`src/rtl/sdram_write_ctrl.sv`:
```
// sdram_write_ctrl
//   SDRAM write-burst controller. A trigger latches a burst count; the block
//   arbitrates for the command bus, opens a row (ACTIVE), streams back-to-back
//   WRITE bursts and closes the row (PRECHARGE). Column/row/bank pointers
//   advance automatically and persist between transfers. A refresh request
//   seen on the last beat of a burst closes the row, releases the bus and
//   re-arbitrates, resuming at the next address.
//
// Ports
//   sysclk_100M      system clock (rising edge)
//   rst              asynchronous active-high reset
//   write_trig       start request, sampled only in IDLE
//   wr_bursts        bursts to write (0 behaves as 1)
//   refresh_req      refresh pending, acted on at burst boundaries
//   arbit_write_req  command-bus request to the arbiter
//   arbit_write_ack  command-bus grant
//   arbit_prech_end  1-cycle pulse after each precharge completes
//   write_end        1-cycle pulse when the whole transfer is done
//   busy             high while not IDLE
//   data_vld         high on every data beat
//   cmd_reg          {CS_n,RAS_n,CAS_n,WE_n}
//   sdram_addr       row (ACTIVE) / column (WRITE) address
//   sdram_bank_addr  bank of the open row
//   bank_switch      1-cycle pulse when the bank pointer advances
module sdram_write_ctrl #(
   parameter int ROW_W     = 13,
   parameter int COL_W     = 9,
   parameter int BANK_W    = 2,
   parameter int BURST_LEN = 4,
   parameter int ROW_END   = 8192,
   parameter int T_RCD     = 2,
   parameter int T_RP      = 2,
   parameter int BANK_MODE = 0,
   parameter int CNT_W     = 16
) (
   input  logic              sysclk_100M,
   input  logic              rst,
   input  logic              write_trig,
   input  logic [CNT_W-1:0]  wr_bursts,
   input  logic              refresh_req,
   output logic              arbit_write_req,
   input  logic              arbit_write_ack,
   output logic              arbit_prech_end,
   output logic              write_end,
   output logic              busy,
   output logic              data_vld,
   output logic [3:0]        cmd_reg,
   output logic [ROW_W-1:0]  sdram_addr,
   output logic [BANK_W-1:0] sdram_bank_addr,
   output logic              bank_switch
);

   localparam logic [3:0] CMD_ACT = 4'b0011;
   localparam logic [3:0] CMD_WR  = 4'b0100;
   localparam logic [3:0] CMD_PRE = 4'b0010;
   localparam logic [3:0] CMD_NOP = 4'b0111;

   // One shared down-the-line counter serves ACT wait, beat index and PRECHG wait.
   localparam int MAX_A = (T_RCD > T_RP) ? T_RCD : T_RP;
   localparam int MAXC  = (MAX_A > BURST_LEN) ? MAX_A : BURST_LEN;
   localparam int CW    = $clog2(MAXC + 1);
   localparam logic BANK_ADV = (BANK_MODE != 0);

   typedef enum logic [2:0] {IDLE, REQ, ACT, WRITE, PRECHG} state_t;

   state_t            state;
   logic [CW-1:0]     cnt;
   logic [CNT_W-1:0]  remaining;
   logic [COL_W-1:0]  col_ptr;
   logic [ROW_W-1:0]  row_ptr;
   logic [BANK_W-1:0] bank_ptr;
   logic              ref_pend;

   logic              last_beat;
   logic [COL_W-1:0]  col_next;
   logic              col_wrap;
   logic              row_last;
   logic [BANK_W-1:0] bank_next;

   always_comb begin
      last_beat = (cnt == CW'(BURST_LEN - 1));
      col_next  = col_ptr + COL_W'(BURST_LEN);
      col_wrap  = (col_next == '0);
      row_last  = (row_ptr == ROW_W'(ROW_END - 1));
      case (BANK_MODE)
         1:       bank_next = bank_ptr + BANK_W'(1);
         2:       bank_next = bank_ptr + BANK_W'(2);
         default: bank_next = bank_ptr;
      endcase
   end

   always_ff @(posedge sysclk_100M or posedge rst) begin
      if (rst) begin
         state           <= IDLE;
         cnt             <= '0;
         remaining       <= '0;
         col_ptr         <= '0;
         row_ptr         <= '0;
         bank_ptr        <= '0;
         ref_pend        <= 1'b0;
         arbit_write_req <= 1'b0;
         arbit_prech_end <= 1'b0;
         write_end       <= 1'b0;
         busy            <= 1'b0;
         data_vld        <= 1'b0;
         cmd_reg         <= CMD_NOP;
         sdram_addr      <= '0;
         sdram_bank_addr <= '0;
         bank_switch     <= 1'b0;
      end else begin
         arbit_prech_end <= 1'b0;
         write_end       <= 1'b0;
         bank_switch     <= 1'b0;
         data_vld        <= 1'b0;
         cmd_reg         <= CMD_NOP;
         case (state)
            IDLE: begin
               if (write_trig) begin
                  remaining <= (wr_bursts == '0) ? CNT_W'(1) : wr_bursts;
                  busy      <= 1'b1;
                  state     <= REQ;
               end
            end
            REQ: begin
               arbit_write_req <= !arbit_write_ack;
               if (arbit_write_ack) begin
                  cnt   <= '0;
                  state <= ACT;
               end
            end
            ACT: begin
               cmd_reg         <= (cnt == '0) ? CMD_ACT : CMD_NOP;
               sdram_addr      <= row_ptr;
               // Bank output is only refreshed when a row is opened so that
               // the closing PRECHARGE targets the same bank even if the
               // pointer advanced on the last beat.
               sdram_bank_addr <= bank_ptr;
               if (cnt == CW'(T_RCD - 1)) begin
                  cnt   <= '0;
                  state <= WRITE;
               end else begin
                  cnt <= cnt + CW'(1);
               end
            end
            WRITE: begin
               cmd_reg    <= (cnt == '0) ? CMD_WR : CMD_NOP;
               sdram_addr <= ROW_W'(col_ptr + COL_W'(cnt));
               data_vld   <= 1'b1;
               if (last_beat) begin
                  cnt       <= '0;
                  remaining <= remaining - CNT_W'(1);
                  col_ptr   <= col_next;
                  if (col_wrap) begin
                     if (row_last) begin
                        row_ptr     <= '0;
                        bank_ptr    <= bank_next;
                        bank_switch <= BANK_ADV;
                     end else begin
                        row_ptr <= row_ptr + ROW_W'(1);
                     end
                  end
                  ref_pend <= refresh_req;
                  if (remaining == CNT_W'(1) || refresh_req || col_wrap)
                     state <= PRECHG;
               end else begin
                  cnt <= cnt + CW'(1);
               end
            end
            PRECHG: begin
               cmd_reg    <= (cnt == '0) ? CMD_PRE : CMD_NOP;
               sdram_addr <= '0;  // A10 low: single-bank precharge
               if (cnt == CW'(T_RP - 1)) begin
                  cnt             <= '0;
                  arbit_prech_end <= 1'b1;
                  if (remaining == '0) begin
                     write_end <= 1'b1;
                     busy      <= 1'b0;
                     state     <= IDLE;
                  end else if (ref_pend) begin
                     state <= REQ;
                  end else begin
                     state <= ACT;
                  end
               end else begin
                  cnt <= cnt + CW'(1);
               end
            end
            default: state <= IDLE;
         endcase
      end
   end

endmodule

```
`config.mk`:
```
export PLATFORM = sky130hd
export DESIGN_NAME = sdram_write_ctrl
export DESIGN_NICKNAME = d
export VERILOG_FILES = /design/src/rtl/sdram_write_ctrl.sv
export SDC_FILE = /design/constraint.sdc
export NUM_CORES = 1
export LEC_CHECK = 0
export CAP_MARGIN = 40
export CORE_MARGIN = 2
export CORE_UTILIZATION = 45
export CTS_BUF_LIST = sky130_fd_sc_hd__clkbuf_16
export DETAILED_ROUTE_END_ITERATION = 10
export HOLD_SLACK_MARGIN = 0.15
export MAX_ROUTING_LAYER = met4
export PLACE_DENSITY = 0.67
export SKIP_CTS_REPAIR_TIMING = 1
export SYNTH_ARGS = -nofsm -noshare
export SYNTH_HDL_FRONTEND = slang
export SYNTH_SLANG_ARGS = --single-unit
```
`constraint.sdc`:
```
create_clock -name sysclk_100M -period 5.2 [get_ports sysclk_100M]
set_input_delay 1.3 -clock sysclk_100M [delete_from_list [all_inputs] [get_ports sysclk_100M]]
set_output_delay 1.3 -clock sysclk_100M [all_outputs]
set_load 0.02 [all_outputs]
```
# Yosys cells after proc, flatten, opt, wreduce, memory -nomap -nowiden
# Index checks and enable logic that the tools add are counted.
# word_totals
register_bits	67
inputBits	21
elab_cells	85
out_inout_bits	25
# classes
n_addsub	5
eq_ne	15
n_reduce_logical	19
n_mux	33
# ops
cell	n
$mux 16	3
$pmux 13 s3	1
$mux 3	11
$logic_not 16->1	2
$pmux 16 s2	1
$pmux 3 s3	2
$eq 16x1->1 const B	1
$sub 16x1->16 const B	1
$pmux 3 s5	1
$ne 2x2->1 const B	7
$add 13x1->13 const B	1
$eq 13x13->1 const B	1
$mux 13	1
$add 9x3->10	1
$add 9x3->9 const B	1
$eq 3x2->1 const B	3
$logic_not 9->1	1
$mux 1	9
$eq 3x1->1 const B	2
$logic_not 3->1	2
$mux 2	3
$reduce_and 3->1	2
$reduce_and 6->1	1
$reduce_bool 3->1	2
other kinds (9)	12

# Longest topological paths before layout
# Gate-level depths: netlist of run 1.
# depth
depth_word	6
ltp_mapped	8
mapped_depth_nobuf	7

# Worst setup path before layout of run 1
# No wires, ideal clock.
# synth_path
path_type	input-to-reg
from	in write_trig
to	reg remaining[12]
required_ns	5.123
setup_ns	0.077
stages	5
path_slack_ns	3.050
path_buffers	1
t_arrival_ns	2.072
cell_sequence	nand2_1 -> a21oi_1 -> clkbuf_1 -> a21oi_1 -> a21oi_1
# synth_between
elab_chain_cells	2
# synth_rtl
item	line	source
start: declaration	38	input logic write_trig,
$ne 2x2->1 (no line)	-	
$reduce_and 3->1 (no line)	-	
end signal: assignment	119	remaining <= (wr_bursts == '0) ? CNT_W'(1) : wr_bursts;
end signal: assignment	151	remaining <= remaining - CNT_W'(1);
end: declaration	68	logic [CNT_W-1:0] remaining;
# Every way passes these cells.
# A chain may end at the register's enable or synchronous reset.

# Final worst setup path of run 1
# layout_path
from	reg state[1]
to	reg row_ptr[9]
# layout_between
elab_chain_cells	2
# layout_rtl
item	line	source
start: declaration	66	state_t state;
start signal: assignment	94	state <= IDLE;
start signal: assignment	121	state <= REQ;
start signal: assignment	128	state <= ACT;
$eq 3x2->1	116	case (state)
$reduce_and 3->1 (no line)	-	
end signal: assignment	159	row_ptr <= row_ptr + ROW_W'(1);
end: declaration	70	logic [ROW_W-1:0] row_ptr;
# Every way passes these cells.

==> metrics.md, run 1 <==
| Metric | Value |
|---|---|
| Outcome | complete, no violations |
| Area grow syn2layout | 19.9% |
| Most Crowded Layer GR | met2 |
| Initial detailed-routing violation count | 303 |
| CP max stage delay | 720 ps |
| Vias per inst | 6.01 |
| Total number of vias | 3265 |
| Gr ovfl total | 0 |
| Clock Sinks | 64 |
| Starting Density | 45.8% |
| Worst-path fanout max | 33 |
| Leak | 1.83 nW |
| GP Congestion | 0.850 |
| DRC viols | 0 |
| Worst EP arrival | 3610 ps |
| Synthesized cell area | 3730 sq um |
| Register area share after synthesis | 43.1% |
| Filler instances | 740 |
| Initial antenna violation count | 0 |
| Share of layout cells above drive strength 1 | 7.76% |
| Largest net degree at the start of global routing | 40 |
| Clk_lat worst skew | 330 ps |
| Syn Area/Cell | 9.25 sq um |
| Worst VDD drop | 267 uV |
| CTS tree | yes |
| WL/cell | 17.1 um |
| Delay-heaviest family, CP | simple AND/OR/NAND/NOR gates |
| Rel. slew slack | 45.4% |
| Final hold violation count | 0 |
| Die height | 95.0 um |
| Fmax | 294 MHz |
| Worst-path clk slew | 50 ps |
| Number of global-route vias before repair | 3144 |
| Met2 GRT Util | 33.2% |
| M3 GR Usage | 3.87% |
| Std-Cell Rows | 33 |
| Post-synth ARST share | 100% |
| # port buffers | 41 |
| HP Class | reg -> reg |
| Non-filler instance count after layout | 543 |
| RSZ-0062 raised after global routing | no |
| Multi-input logic area | 1950 sq um |
| Clk root buf | clkbuf_16 |
| Drt first pass iters | 5 |
| Synth warnings | 0 |
| Setup-failing EPs final | 0 |
| CP bufs+invs | 1 |
| Die area | 9030 sq um |
| Commonest non-fill, non-tap cells in the layout | 61 x dfrtp_1, 41 x clkdlybuf4s50_1, 37 x o21ai_0 |
| Total wire length | 9310 um |
| CP Capture Type | flip-flop |
| CTS H-tree lvls | 3 |
| Power Density | 533 nW/um^2 |
| Placed instance count | 527 |
| WP data required | 5410 ps |
| Half-perimeter wire length after placement | 6490 um |
| Placeable Area | 8130 sq um |
| Clock skew | 9.00 ps |
| Mapped Cells | 403 |
| Worst slack at placement | 1870 ps |
| Met1 GRT Util | 32.9% |
| Top_reg_cell synth | dfrtp_1 |
| Regs by FF count | remaining x16, row_ptr x13, sdram_addr x13 |
| Total GRT Usage | 22.8% |
| Final antenna-violating net count | 0 |
| Max-slew violation count | 0 |
| Number of enable flip-flop cells after synthesis | 0 |
| Post-synth top area share | 41.0% |
| # IOs | 46 |
| Synth area leader | dfrtp_1 |
| Post-layout net count | 466 |
| CTS max path bufs | 2 |
| Ant diodes | 0 |
| First-pass GRT wire length | 15700 um |
| #FFs+latches synth | 64 |
| Register area | 1610 sq um |
| Min cycle time layout | 3400 ps |
| Number of flip-flops under the largest register name | 16 |
| Top post-synthesis cells by area | dfrtp_1 41%, o21ai_0 5.0%, ha_1 4.0% |
| CP cell instances | nand3b_4 > clkinv_2 > and2_1 > nand4_2 > or3_1 > mux2_2 |
| Setup TNS | 0 ps |
| Setup ws final | 1800 ps |
| MaxCap Viol Count | 0 |
| Synth cell types | 61 |
| Worst path slowest cell | dfrtp_1 |
| Least-Margin Pin Slew | 817 ps |
| Die Wd | 95.0 um |
| Crit share post-route | 65.3% |
| Startpoint types | flip-flop |
| Critical path class | reg -> reg |
| TritonCTS buffer count | 9 |
| Commonest non-fill, non-tap cell in the layout | dfrtp_1 |
| Reg with most FFs | remaining |
[worst paths after layout]
path	from	end	cells past startpoint	slack, ps
setup / recovery	state[1]$_DFFE_PP0P_	row_ptr[9]$_DFFE_PP0P_	6	1800
hold / removal	row_ptr[12]$_DFFE_PP0P_	row_ptr[12]$_DFFE_PP0P_	1	510
setup reg to reg	state[1]$_DFFE_PP0P_	row_ptr[9]$_DFFE_PP0P_	6	1800
hold reg to reg	row_ptr[12]$_DFFE_PP0P_	row_ptr[12]$_DFFE_PP0P_	1	510
max in group asynchronous	rst	cmd_reg[1]$_DFF_PP1_	3	2840
min in group asynchronous	rst	remaining[10]$_DFFE_PP0P_	2	1460
[stage by stage]
step | cell area, sq um | utilization [%] | total power [mW] | hold WS, ps
2_1_floorplan | 3740 | - | 1.45 | 463
3_3_place_gp | 4160 | 51.1 | 1.71 | 501
3_5_place_dp | 4160 | 51.2 | 1.75 | 497
4_1_cts | 4470 | 54.9 | 2.37 | 507
5_1_grt | 4470 | 54.9 | 2.53 | 530
6_report | 4470 | 54.9 | 2.38 | 506
[metal layers]
metal | share of wire, % | up-vias | routed length, um
met3 | 4.7 | 15 | 434
met4 | 1.2 | 0 | 112
met5 | 0 | - | 0
met1 | 48 | 1606 | 4470
met2 | 46 | 95 | 4290
li1 | - | 1549 | -
[final cells by class]
| class | instances | share of cell area [%] |
|---|---|---|
| clock buffers | 9 | 5.04 |
| clock inverters | 7 | 1.79 |
| inverters | 13 | 1.12 |
| multi-input cells | 302 | 43.7 |
| flip-flops and latches | 64 | 35.9 |
| well taps | 105 | 2.94 |
| repair buffers | 43 | 9.52 |
[synthesized netlist by cell type, types with 2 or more instances]
library cell,instances
a32oi_1,2
a31oi_1,4
dfrtp_1,61
nor3_1,10
xnor2_1,7
and3_1,4
ha_1,12
a221oi_1,5
nand3_1,13
or3_1,2
o21a_1,3
nor2_1,32
o21ai_0,37
o22a_1,2
nand4_1,10
nand2_1,25
o211ai_1,2
nor4_1,9
nor4_2,2
or4_1,3
o32ai_1,2
inv_1,12
a21oi_1,29
a22o_1,6
and2_1,2
nand2b_1,5
o31ai_1,10
nor3b_1,2
a311oi_1,2
buf_2,6
nor2b_1,4
xor2_1,12
a41oi_1,2
mux2_2,4
buf_4,4
a22oi_1,4
and4_1,3
nor3_2,3
dfstp_2,3
a21o_1,3
clkbuf_1,15
o22ai_1,6
[cell families (layout without fill, tap and decap cells)]
group / count (synthesis) / in the layout / share of synthesized area (%)
buffers and inverters: 40 / 72 / 4.87
adders and majority gates: 12 / 12 / 4.03
other: 1 / 4 / 0.101
DFF: 64 / 64 / 43.1
muxes: 5 / 5 / 1.48
xor gates and xnor gates: 19 / 19 / 4.46
AOI/OAI and AO/OA: 125 / 125 / 21.5
and+or+nand+nor: 137 / 137 / 20.5
[power by group]
group	switching, mW	internal, mW	total, mW	leakage [nW]
registers	0.201	0.658	0.858	0.810
logic	0.528	0.373	0.901	0.857
clock network	0.211	0.411	0.622	0.161
total	0.939	1.44	2.38	1.83
[worst reg2reg max path: stages, from the launching register on]
cell      delay (ps)
dfrtp_1          720
nand3b_4         450
clkinv_2         440
and2_1           470
nand4_2          450
or3_1            490
mux2_2           260
Note: power is estimated with default switching activity, not from simulation.
==> run 2: changes to the inputs <==
==> constraint.sdc (replaced) <==
create_clock -name sysclk_100M -period 3.31 [get_ports sysclk_100M]
set_input_delay 0.8275 -clock sysclk_100M [delete_from_list [all_inputs] [get_ports sysclk_100M]]
set_output_delay 0.8275 -clock sysclk_100M [all_outputs]
set_load 0.02 [all_outputs]
==> metrics.md, run 2 (synthesis gave the netlist of run 1 again) <==
| Metric | Value |
|---|---|
| Largest net degree at the start of global routing | 35 (was 40) |
| Non-filler instance count after layout | 547 (was 543) |
| Half-perimeter wire length after placement | 6260 um (was 6490 um) |
| Initial antenna violation count | 0 (unchanged) |
| Total number of vias | 3255 (was 3265) |
| Number of flip-flops under the largest register name | 16 (unchanged) |
| Commonest non-fill, non-tap cells in the layout | 61 x dfrtp_1, 41 x clkdlybuf4s50_1, 37 x o21ai_0 (unchanged) |
| Die Wd | 95.0 um (unchanged) |
| Vias per inst | 5.95 (was 6.01) |
| Filler instances | 707 (was 740) |
| First-pass GRT wire length | 15400 um (was 15700 um) |
| Rel. slew slack | 43.8% (was 45.4%) |
| Placed instance count | 531 (was 527) |
| Die area | 9030 sq um (unchanged) |
| Reg with most FFs | remaining (unchanged) |
| R2R setup slack | 820 ps (was 1800 ps) |
| TritonCTS buffer count | 9 (unchanged) |
| Worst-path clk slew | 50 ps (about the same) |
| Crit share post-route | 75.1% (was 65.3%) |
| Clk root buf | clkbuf_16 (unchanged) |
| Post-layout net count | 470 (was 466) |
| Outcome | complete, no violations (unchanged) |
| Least-Margin Pin Slew | 841 ps (was 817 ps) |
| Total GRT Usage | 22.5% (was 22.8%) |
| Placeable Area | 8130 sq um (unchanged) |
| Max-slew violation count | 0 (unchanged) |
| # port buffers | 41 (unchanged) |
| WHS Path Cells | 1 (unchanged) |
| Setup TNS | 0 ps (unchanged) |
| Final hold violation count | 0 (unchanged) |
| Worst VDD drop | 320 uV (was 267 uV) |
| Area grow syn2layout | 21.0% (was 19.9%) |
| Commonest non-fill, non-tap cell in the layout | dfrtp_1 (unchanged) |
| Number of global-route vias before repair | 3106 (was 3144) |
| Worst hold path startpoint | row_ptr[12]$_DFFE_PP0P_ (unchanged) |
| Worst Hold Path EP | row_ptr[12]$_DFFE_PP0P_ (unchanged) |
| WP data required | 3500 ps (was 5410 ps) |
| CTS tree | yes (unchanged) |
| Clock skew | 8.28 ps (was 9.00 ps) |
| HP Class | reg -> reg (unchanged) |
| Share of layout cells above drive strength 1 | 8.60% (was 7.76%) |
| MaxCap Viol Count | 0 (unchanged) |
| GP Congestion | 0.822 (was 0.850) |
| Regs by FF count | remaining x16, row_ptr x13, sdram_addr x13 (unchanged) |
| CTS H-tree lvls | 3 (unchanged) |
| Starting Density | 45.8% (unchanged) |
| Gr ovfl total | 0 (unchanged) |
| Worst Reg2Reg Path Length in Cells | 8 (was 6) |
| Leak | 1.85 nW (was 1.83 nW) |
| WL/cell | 16.9 um (was 17.1 um) |
| RSZ-0062 raised after global routing | no (unchanged) |
| Reg2reg start | state[2]$_DFFE_PP0P_ (was state[1]$_DFFE_PP0P_) |
| Worst EP arrival | 2680 ps (was 3610 ps) |
| Power Density | 830 nW/um^2 (was 533 nW/um^2) |
| Min cycle time layout | 2490 ps (was 3400 ps) |
| Worst-path fanout max | 33 (unchanged) |
| Die height | 95.0 um (unchanged) |
| CTS max path bufs | 2 (unchanged) |
| Std-Cell Rows | 33 (unchanged) |
| Total wire length | 9220 um (was 9310 um) |
| Drt first pass iters | 5 (unchanged) |
| Clock Sinks | 64 (unchanged) |
| Ant diodes | 0 (unchanged) |
| Clk_lat worst skew | 330 ps (about the same) |
| DRC viols | 0 (unchanged) |
| Fmax | 402 MHz (was 294 MHz) |
| Initial detailed-routing violation count | 213 (was 303) |
| Final antenna-violating net count | 0 (unchanged) |
| Reg-to-Reg End | row_ptr[3]$_DFFE_PP0P_ (was row_ptr[9]$_DFFE_PP0P_) |
| Startpoint types | flip-flop (unchanged) |
| Setup-failing EPs final | 0 (unchanged) |
| # IOs | 46 (unchanged) |
| Critical path class | reg -> reg (unchanged) |
| CP Capture Type | flip-flop (unchanged) |
==> run 2: layout make-up <==
class / instances / area, sq um / area share [%]
Sequential cell: 64 / 1610 / 35.6
Clock inverter: 7 / 80.1 / 1.77
Multi-Input combinational cell: 302 / 1950 / 43.3
Timing Repair Buffer: 47 / 468 / 10.4
Tap cell: 105 / 131 / 2.91
Inverter: 13 / 50.0 / 1.11
Clock buffer: 9 / 225 / 4.99
==> run 2: routing by layer <==
layer  part of all wire, %  GRT usage, %  up-vias
met5                     0             -        -
met4                   1.8          8.21        0
met3                   4.4          3.08       18
met2                    46          33.3       93
met1                    48          31.7     1581
li1                      -             -     1563
==> run 2: worst max-delay path by stage <==
stage | start | end | cells after the start
global route | state[1]$_DFFE_PP0P_ | row_ptr[11]$_DFFE_PP0P_ | 8
CTS | state[2]$_DFFE_PP0P_ | row_ptr[1]$_DFFE_PP0P_ | 8
detailed placement | state[2]$_DFFE_PP0P_ | row_ptr[3]$_DFFE_PP0P_ | 8
floorplan | rst | arbit_prech_end$_DFF_PP0_ | 1
global placement | state[2]$_DFFE_PP0P_ | row_ptr[3]$_DFFE_PP0P_ | 8
finish | state[2]$_DFFE_PP0P_ | row_ptr[3]$_DFFE_PP0P_ | 8
==> run 2: critical path, stage by stage (launching register included) <==
cell and delay (ps):
dfrtp_1 640, nand3b_4 230, buf_4 350, clkinv_2 100, and2_1 190, nand4_2 130, buf_4 220, or2_0 330
o21ai_0 150
==> run 2: where the power goes <==
part	internal (mW)	leakage (nW)	switching, mW	total [mW]
Combinational	0.602	0.881	0.825	1.43
Sequential	1.03	0.810	0.308	1.34
Clock	0.647	0.161	0.333	0.980
==> run 2: metrics by stage <==
stage               setup WS (ps)  instance area (sq um)  hold slack (ps)  util [%]  total power [mW]
floorplan                     889                   3740              463         -              2.27
global placement              917                   4210              503      51.7              2.72
detailed placement            931                   4210              491      51.7              2.76
CTS                           886                   4510              502      55.5              3.75
global route                  660                   4510              521      55.5              4.00
finish                        824                   4510              499      55.5              3.75
==> run 3: changes to the inputs <==
--- a/config.mk
+++ b/config.mk
@@ -12,7 +12,7 @@
 export DETAILED_ROUTE_END_ITERATION = 10
 export HOLD_SLACK_MARGIN = 0.15
 export MAX_ROUTING_LAYER = met4
-export PLACE_DENSITY = 0.67
+export PLACE_DENSITY = 0.69
 export SKIP_CTS_REPAIR_TIMING = 1
 export SYNTH_ARGS = -nofsm -noshare
 export SYNTH_HDL_FRONTEND = slang
==> constraint.sdc (replaced) <==
create_clock -name sysclk_100M -period 2.01 [get_ports sysclk_100M]
set_input_delay 0.5025 -clock sysclk_100M [delete_from_list [all_inputs] [get_ports sysclk_100M]]
set_output_delay 0.5025 -clock sysclk_100M [all_outputs]
set_load 0.02 [all_outputs]
==> metrics.md, run 3 (synthesis gave the netlist of run 1 again) <==
| Metric | Value |
|---|---|
| WP data required | 1510 ps (was 3500 ps) |
| Worst VDD drop | 596 uV (was 320 uV) |
| Least-Margin Pin Slew | 522 ps (was 841 ps) |
| Regs by FF count | remaining x16, row_ptr x13, sdram_addr x13 (unchanged) |
| Critical path class | reg -> out (was reg -> reg) |
| Placeable Area | 8130 sq um (unchanged) |
| Crit share post-route | 95.9% |
| WL/cell | 16.2 um (was 16.9 um) |
| Worst Setup EP | cmd_reg[0] (was row_ptr[3]$_DFFE_PP0P_) |
| Core Util, Final | 59.5% (was 55.5%) |
| Worst slack at placement | -41.1 ps (was 931 ps) |
| CP Capture Type | output port (was flip-flop) |
| Worst setup path start | cmd_reg[0]$_DFF_PP1_ (was state[2]$_DFFE_PP0P_) |
| Vias per inst | 5.76 (was 5.95) |
| Worst-path fanout max | 1 (was 33) |
| Std-Cell Rows | 33 (unchanged) |
| Half-perimeter wire length after placement | 6530 um (was 6260 um) |
| Clk_lat worst skew | 330 ps (about the same) |
| Outcome | complete, no violations (unchanged) |
| Rel. slew slack | 64.9% (was 43.8%) |
| Share of layout cells above drive strength 1 | 17.9% (was 8.60%) |
| CP bufs+invs | 1 (was 3) |
| CTS max path bufs | 2 (unchanged) |
| Setup-failing EPs final | 0 (unchanged) |
| Die area | 9030 sq um (unchanged) |
| Startpoint types | flip-flop (unchanged) |
| Area grow syn2layout | 29.7% (was 21.0%) |
| Largest net degree at the start of global routing | 65 (was 35) |
| Min cycle time layout | 1930 ps |
| Worst path depth | 1 (was 8) |
| Max-slew violation count | 0 (unchanged) |
| CP cell instances | clkdlybuf4s50_1 (was nand3b_4 > buf_4 > clkinv_2 > and2_1 > nand4_2 > buf_4 > or2_0 > o21ai_0) |
| MaxCap Viol Count | 0 (unchanged) |
| Final hold violation count | 0 (unchanged) |
| CTS tree | yes (unchanged) |
| Total wire length | 9400 um (was 9220 um) |
| Leak | 2.05 nW (was 1.85 nW) |
| M3 GR Usage | 4.51% (was 3.08%) |
| Worst EP arrival | 1420 ps (was 2680 ps) |
| Delay-heaviest family, CP | buffers and inverters (was simple AND/OR/NAND/NOR gates) |
| Initial detailed-routing violation count | 176 (was 213) |
| Clk root buf | clkbuf_16 (unchanged) |
| HP Class | reg -> reg (unchanged) |
| Total number of vias | 3349 (was 3255) |
| Worst path slowest cell | clkdlybuf4s50_1 (was dfrtp_1) |
| CP max stage delay | 590 ps (was 640 ps) |
| # IOs | 46 (unchanged) |
| Clock skew | 7.17 ps (was 8.28 ps) |
| TritonCTS buffer count | 9 (unchanged) |
| Met2 GRT Util | 36.4% (was 33.3%) |
| Reg2reg start | remaining[1]$_DFFE_PP0P_ (was state[2]$_DFFE_PP0P_) |
| Final antenna-violating net count | 0 (unchanged) |
| Worst Reg2Reg Path Length in Cells | 5 (was 8) |
| Total GRT Usage | 23.7% (was 22.5%) |
| Clock Sinks | 64 (unchanged) |
| Number of flip-flops under the largest register name | 16 (unchanged) |
| Gr ovfl total | 0 (unchanged) |
| Drt first pass iters | 4 (was 5) |
| R2R setup slack | 80 ps (was 820 ps) |
| Commonest non-fill, non-tap cell in the layout | dfrtp_1 (unchanged) |
| Fmax | 519 MHz |
| Worst-path clk slew | 50 ps (about the same) |
| First-pass GRT wire length | 16200 um (was 15400 um) |
| Commonest non-fill, non-tap cells in the layout | 59 x dfrtp_1, 41 x clkdlybuf4s50_1, 39 x buf_4 (was 61 x dfrtp_1, 41 x clkdlybuf4s50_1, 37 x o21ai_0) |
| Overall Power | 6.56 mW (was 3.75 mW) |
| Initial antenna violation count | 0 (unchanged) |
| # port buffers | 41 (unchanged) |
| Ant diodes | 0 (unchanged) |
| Die height | 95.0 um (unchanged) |
| Met1 GRT Util | 32.3% (was 31.7%) |
| Most Crowded Layer GR | met2 (unchanged) |
| CTS H-tree lvls | 3 (unchanged) |
| GP Congestion | 0.895 (was 0.822) |
| DRC viols | 0 (unchanged) |
| Setup ws final | 82.8 ps (was 824 ps) |
| Reg with most FFs | remaining (unchanged) |
| Power Density | 1360 nW/um^2 (was 830 nW/um^2) |
| Starting Density | 45.8% (unchanged) |
| Number of global-route vias before repair | 3295 (was 3106) |
| Post-layout net count | 504 (was 470) |
| Reg-to-Reg End | remaining[11]$_DFFE_PP0P_ (was row_ptr[3]$_DFFE_PP0P_) |
| Die Wd | 95.0 um (unchanged) |
-- run 3: how the worst min path moves through the flow --
stage | slack (ps) | cells past startpoint | to | startpoint
final | 520 | 2 | arbit_write_req$_DFFE_PP0P_ | arbit_write_req$_DFFE_PP0P_
after global routing | 550 | 1 | row_ptr[12]$_DFFE_PP0P_ | row_ptr[12]$_DFFE_PP0P_
after CTS | 520 | 1 | row_ptr[12]$_DFFE_PP0P_ | row_ptr[12]$_DFFE_PP0P_
after detailed placement | 510 | 2 | arbit_write_req$_DFFE_PP0P_ | arbit_write_req$_DFFE_PP0P_
after global placement | 490 | 2 | arbit_write_req$_DFFE_PP0P_ | arbit_write_req$_DFFE_PP0P_
after floorplan | 460 | 1 | row_ptr[12]$_DFFE_PP0P_ | row_ptr[12]$_DFFE_PP0P_
-- run 3: cell type report --
| class | count | area [sq um] |
|---|---|---|
| inverters | 13 | 53.8 |
| clock buffers | 9 | 225 |
| well taps | 105 | 131 |
| repair buffers | 81 | 723 |
| fillers | 684 | 3300 |
| multi-input cells | 302 | 2020 |
| flip-flops and latches | 64 | 1610 |
| clock inverters | 7 | 78.8 |
-- run 3: where the power goes --
part	internal [mW]	switching, mW	total (mW)
Sequential	1.71	0.312	2.02
Combinational	1.28	1.64	2.93
Clock	1.06	0.548	1.61
-- run 3: stage by stage --
stage / area, sq um / hold WS, ps / std cells / TNS, ps
3_5_place_dp: 4460 / 507 / 564 / -41.1
4_1_cts: 4760 / 524 / 580 / -116
5_1_grt: 4840 / 550 / 581 / -2.93
3_3_place_gp: 4460 / 493 / 564 / 0
6_report: 4840 / 523 / 581 / 0
2_1_floorplan: 3740 / 463 / 406 / 0
-- run 3: worst reg2reg max path, stage by stage (launching register included) --
cell	delay, ps
dfrtp_1	410
or4_4	590
or2_1	320
nor4_4	180
a31oi_1	120
o22a_1	200
-- run 3: layer usage --
layer	share of wire, %	vias up	wire (um)
li1	-	1626	-
met1	47	1631	4420
met2	47	77	4460
met3	4.0	15	374
met4	1.6	0	146
met5	0	-	0
